[config.mk]
export PLATFORM = sky130hd
export DESIGN_NAME = int_wakeup_scheduler
export DESIGN_NICKNAME = d
export VERILOG_FILES = /design/src/rtl/int_wakeup_scheduler.sv
export SDC_FILE = /design/constraint.sdc
export NUM_CORES = 1
export LEC_CHECK = 0
export BUFFER_PORTS_ARGS = -buffer_cell sky130_fd_sc_hd__buf_4
export CAP_MARGIN = 20
export CORE_MARGIN = 2
export CORE_UTILIZATION = 23
export CTS_BUF_LIST = sky130_fd_sc_hd__clkbuf_16
export DETAILED_ROUTE_END_ITERATION = 7
export HOLD_SLACK_MARGIN = 0.02
export PLACE_DENSITY = 0.4
export SLEW_MARGIN = 25
export SYNTH_ARGS = -nofsm -noshare
export SYNTH_HDL_FRONTEND = slang
export SYNTH_SLANG_ARGS = --single-unit
[constraint.sdc]
create_clock -name clock -period 2.2 [get_ports clock]
set_input_delay 0.22 -clock clock [delete_from_list [all_inputs] [get_ports clock]]
set_output_delay 0.22 -clock clock [all_outputs]
set_load 0.05 [all_outputs]
[src/rtl/int_wakeup_scheduler.sv]
// int_wakeup_scheduler: CTB wakeup timing and writeback-slot reservation for the 3 integer pipes.
// Defining WAKEUP_SCHED_PERF_EN adds the per-pipe stall_cycles counters.
`ifndef ISSUE_WIDTH_INT
`define ISSUE_WIDTH_INT 3
`endif
`ifndef PRF_INT_INDEX_SIZE
`define PRF_INT_INDEX_SIZE 7
`endif

module int_wakeup_scheduler #(
  parameter int MUL_LAT = 3,
  parameter int DIV_LAT = 16
) (
  input  logic                                                clock,
  input  logic                                                reset,
  input  logic                                                flush,
  input  logic [`ISSUE_WIDTH_INT-1:0]                         issue_valid,
  input  logic [`ISSUE_WIDTH_INT-1:0]                         issue_rd_valid,
  input  logic [`ISSUE_WIDTH_INT-1:0][`PRF_INT_INDEX_SIZE-1:0] issue_prd,
  input  logic                                                issue_is_mul,
  input  logic                                                issue_is_div,
  output logic [`ISSUE_WIDTH_INT-1:0]                         ctb_valid,
  output logic [`ISSUE_WIDTH_INT-1:0][`PRF_INT_INDEX_SIZE-1:0] ctb_prf_int_index,
  output logic [`ISSUE_WIDTH_INT-1:0]                         ex_busy,
  output logic                                                conflict_err
`ifdef WAKEUP_SCHED_PERF_EN
  ,
  output logic [`ISSUE_WIDTH_INT-1:0][31:0]                   stall_cycles
`endif
);

  localparam int NL = `ISSUE_WIDTH_INT;
  localparam int TW = `PRF_INT_INDEX_SIZE;
  localparam int CW = $clog2(DIV_LAT);

  typedef enum logic {DIV_IDLE, DIV_BUSY} div_state_e;

  div_state_e                          div_state_q;
  logic [CW-1:0]                       div_cnt_q;
  logic [NL-1:0][DIV_LAT-1:0]          pend_q, pend_d;
  logic [NL-1:0][DIV_LAT-1:0][TW-1:0]  tag_q, tag_d;
  logic                                conflict_q, conflict_d;
  logic                                mul_div_clash;
  logic [NL-1:0]                       accept, writes;
  logic [CW-1:0]                       mul_slot, div_slot;

  // Entry k of pend/tag is the broadcast due k cycles from now; a uop of latency L lands in slot L-1.
  always_comb begin
    mul_div_clash = issue_is_mul & issue_is_div;
    accept        = issue_valid & ~ex_busy & {NL{~flush}};
    if (mul_div_clash) begin
      accept[1] = 1'b0;
      accept[2] = 1'b0;
    end
    writes     = accept & issue_rd_valid;
    conflict_d = conflict_q | (|(issue_valid & ex_busy)) | mul_div_clash
               | (issue_is_mul & ~issue_valid[1]) | (issue_is_div & ~issue_valid[2]);
    mul_slot   = issue_is_mul ? CW'(MUL_LAT - 1) : '0;
    div_slot   = issue_is_div ? CW'(DIV_LAT - 1) : '0;
    pend_d     = '0;
    tag_d      = '0;
    for (int p = 0; p < NL; p++) begin
      for (int k = 0; k < DIV_LAT - 1; k++) begin
        pend_d[p][k] = pend_q[p][k+1];
        tag_d[p][k]  = tag_q[p][k+1];
      end
    end
    if (writes[0]) begin
      pend_d[0][0] = 1'b1;
      tag_d[0][0]  = issue_prd[0];
    end
    if (writes[1]) begin
      pend_d[1][mul_slot] = 1'b1;
      tag_d[1][mul_slot]  = issue_prd[1];
    end
    if (writes[2]) begin
      pend_d[2][div_slot] = 1'b1;
      tag_d[2][div_slot]  = issue_prd[2];
    end
    if (flush) begin
      pend_d = '0;
      tag_d  = '0;
    end
  end

  // The divider stays BUSY until the cycle its result would broadcast, even without a destination.
  always_ff @(posedge clock) begin
    if (reset) begin
      pend_q      <= '0;
      tag_q       <= '0;
      conflict_q  <= 1'b0;
      div_state_q <= DIV_IDLE;
      div_cnt_q   <= '0;
    end else begin
      pend_q     <= pend_d;
      tag_q      <= tag_d;
      conflict_q <= conflict_d;
      if (flush) begin
        div_state_q <= DIV_IDLE;
        div_cnt_q   <= '0;
      end else begin
        case (div_state_q)
          DIV_IDLE: begin
            if (accept[2] && issue_is_div) begin
              div_state_q <= DIV_BUSY;
              div_cnt_q   <= CW'(DIV_LAT - 1);
            end
          end
          DIV_BUSY: begin
            if (div_cnt_q == CW'(1)) begin
              div_state_q <= DIV_IDLE;
              div_cnt_q   <= '0;
            end else begin
              div_cnt_q <= div_cnt_q - CW'(1);
            end
          end
          default: div_state_q <= DIV_IDLE;
        endcase
      end
    end
  end

  always_comb begin
    for (int p = 0; p < NL; p++) begin
      ctb_valid[p]         = pend_q[p][0];
      ctb_prf_int_index[p] = pend_q[p][0] ? tag_q[p][0] : '0;
      ex_busy[p]           = pend_q[p][1];
    end
    ex_busy[2] = pend_q[2][1] | (div_state_q == DIV_BUSY);
  end

  assign conflict_err = conflict_q;

`ifdef WAKEUP_SCHED_PERF_EN
  always_ff @(posedge clock) begin
    if (reset) begin
      stall_cycles <= '0;
    end else begin
      for (int p = 0; p < NL; p++) begin
        if (ex_busy[p] && (stall_cycles[p] != 32'hFFFF_FFFF)) begin
          stall_cycles[p] <= stall_cycles[p] + 32'd1;
        end
      end
    end
  end
`endif

endmodule

==> flow_summary.json <==
{
  "die_h_um": 151,
  "grt_pass1_vias": 2828,
  "muxShareOfSynthArea_pct": 1.80,
  "area_growth_pct": 28.6,
  "avgViaCountPerCell": 3.70,
  "tns_ns": 0,
  "cts_tree": "done",
  "wl_um": 8590,
  "async_flop_share_pct": 0,
  "dr.pass1.iters": 4,
  "initial_core_util_pct": 23.6,
  "period_share_pct": 77.8,
  "min_path_type": "in -> reg",
  "dp.cells": 750,
  "synth-xor-area-share_pct": 0,
  "grt_pass1_wl_um": 14000,
  "drtIter0Drc": 189,
  "fin_cells": 796,
  "diodes": 0,
  "postSynthAreaPerCell_um2": 11.4,
  "synth_area_um2": 5000,
  "grt_max_degree": 85,
  "fillers": 2172,
  "holdWs_ns": 0.0450,
  "slew_headroom_pct": 58.3,
  "path_buf_inv": 2,
  "clockBufferDepth": 2,
  "drive_above_1_share_pct": 18.8,
  "finalHoldViolCount": 0,
  "rows": 53,
  "clk_latency_ns": 0.41,
  "synth_top_family_by_area": "simple AND/OR/NAND/NOR gates",
  "setup_viol": 0,
  "worstSetupEndpointType": "register",
  "hpwlAfterDp_um": 5350,
  "grt.overflow.total": 0,
  "num_vias": 2942,
  "vdd_ir_drop_max_mv": 0.411,
  "die_x_um": 151,
  "ys_seq_area_share_pct": 66.5,
  "crit_chain": "dlygate4sd3_1, buf_4, or2_2, nor4b_4, and2_1",
  "synth-compound-area-share_pct": 2.68,
  "drv_slew": 0,
  "fmax_ghz": 0.584,
  "antenna_found_initial": 0,
  "ys.warnings.count": 0,
  "finClkSkew_ns": 0.00609,
  "p_per_area_nw_per_um2": 948,
  "rsz0062_at_grt": "no",
  "synthDistinctLibCells": 29,
  "status": "finished, final reports clean",
  "reg2reg_slack_ns": 0.58,
  "wl_per_cell_um": 10.8,
  "synthFlopType": "dfxtp_1",
  "post-route-min-period_ns": 1.71,
  "crit_fanout": 13,
  "io_buffers": 58,
  "critPathMaxStageDelay_ns": 0.55,
  "path_clk_slew_ns": 0.06,
  "netlist_instances": 439,
  "dp_worst_setup_slack_ns": 0.511,
  "fin_ws_ns": 0.487,
  "die_area_um2": 22900,
  "synth.ff_latch_count": 166,
  "cp-start-kind": "primary input",
  "cts_buffers": 17,
  "cpMaxStageDelayCell": "nor4b_4",
  "cts_root_buf": "clkbuf_16",
  "critPathKind": "in -> reg",
  "ant_nets": 0,
  "clock-sinks": 166,
  "drv_cap": 0,
  "critPathRequiredTime_ns": 2.56,
  "drc": 0,
  "ctsResizeCount": 0,
  "cp.arrival_ns": 2.07,
  "cpLargestDelayFamily": "simple AND/OR/NAND/NOR gates",
  "coreArea_um2": 21200,
  "top_level_ports": 60,
  "yosys.area_share.simple_pct": 25.7,
  "synth_edf_count": 0,
  "cts_max_level": 4,
  "leakage_nw": 2.61,
  "synth_fp_nets": 473,
  "fin_nets": 543,
  "worstMarginPinSlew_ns": 0.625,
  "synth-adder-area-share_pct": 0.501,
  "gp_congestion": 0.737,
  "grt_usage_pct": 8.07
}
[layout by cell type (no fill, tap or decap), types with 2 or more instances in the layout]
| cell | Yosys | final |
|---|---|---|
| a21oi_1 | 12 | 12 |
| dfxtp_1 | 166 | 166 |
| ha_1 | 2 | 2 |
| clkinvlp_4 | 0 | 4 |
| mux2i_1 | 9 | 9 |
| or2_2 | 2 | 2 |
| clkinv_2 | 0 | 4 |
| clkbuf_16 | 0 | 17 |
| nand3_1 | 7 | 7 |
| inv_1 | 3 | 3 |
| o21ai_0 | 9 | 9 |
| nor2b_1 | 2 | 2 |
| nand2b_1 | 2 | 2 |
| nor2_1 | 5 | 4 |
| a31oi_1 | 2 | 2 |
| buf_4 | 6 | 60 |
| clkinv_4 | 0 | 2 |
| nand2_1 | 19 | 19 |
| nor4b_4 | 2 | 2 |
| dlygate4sd3_1 | 0 | 15 |
| bufinv_16 | 0 | 3 |
| and2_1 | 162 | 162 |
[Yosys cell counts, types with 2 or more instances]
cell	instances	area share, %
and2_1	162	20
nand2b_1	2	0.25
o21ai_0	9	0.90
nand3_1	7	0.70
mux2i_1	9	1.8
ha_1	2	0.50
nor4b_4	2	0.95
a21oi_1	12	1.2
dfxtp_1	166	66
nor2b_1	2	0.25
nand2_1	19	1.4
buf_2	3	0.30
buf_4	6	0.90
clkbuf_1	15	1.1
or2_2	2	0.25
inv_1	3	0.23
a31oi_1	2	0.25
nor2_1	5	0.38
[path summary, 6_finish.rpt]
| check | from | endpoint | cells past startpoint |
|---|---|---|---|
| worst max-delay path | reset | tag_q[129] | 5 |
| worst min-delay path | issue_prd[19] | tag_q[334] | 2 |
| worst max register to register | div_state_q | tag_q[329] | 3 |
| worst min register to register | pend_q[18] | ex_busy[1] | 1 |
[cells by family after synthesis]
kind of cell,count (synthesis)
AOI/OAI and AO/OA,25
adders and majority gates,2
buffers and inverters,28
DFF,166
muxes,9
other,1
and+or+nand+nor,208
[power breakdown]
group | total, W | switching, W | internal [W]
logic | 0.000177 | 0.0000958 | 0.0000809
clock network | 0.00290 | 0.00113 | 0.00177
registers | 0.00302 | 0.00000512 | 0.00301
[worst reg2reg max path: stages (launching register included)]
cell	delay, ns
dfxtp_1	0.41
nor4b_4	0.55
and4_1	0.43
and2_1	0.18
[per-stage QoR]
stage	instance area, um2	power [W]	utilization, %
after CTS	6430	0.00620	30.4
after detailed placement	5690	0.00324	26.9
after floorplan	5000	0.00317	-
final	6430	0.00610	30.4
after global placement	5690	0.00324	26.9
after global routing	6430	0.00637	30.4
[flip-flops by register name (all words and copies together), names as in the netlist]
| name | cells |
|---|---|
| ex_busy | 1 |
| tag_q | 140 |
| pend_q | 16 |
| div_state_q | 1 |
| conflict_err | 1 |
| ctb_valid | 3 |
| div_cnt_q | 4 |
[area by class of cell]
cell class | instances | area, um2 | area share (%)
flip-flops and latches | 166 | 3320 | 51.7
clock inverters | 14 | 161 | 2.51
well taps | 275 | 344 | 5.35
repair buffers | 76 | 621 | 9.65
inverters | 3 | 11.3 | 0.175
clock buffers | 17 | 425 | 6.62
multi-input cells | 245 | 1540 | 24.0
[layer usage]
metal	up-vias	global-route usage [%]	part of all wire [%]	wire length, um
met5	-	0	0	0
met4	0	3.41	1.9	162
met3	9	3.37	5.0	427
met2	59	11.8	43	3710
met1	1368	10.5	50	4290
li1	1506	-	-	-
[repair_timing]
item                                   in CTS  in global routing
hold buffers                               15                  0
endpoints found under the hold margin      15                  0
setup buffers                               0                  0
Note: power is estimated with default switching activity, not from simulation.
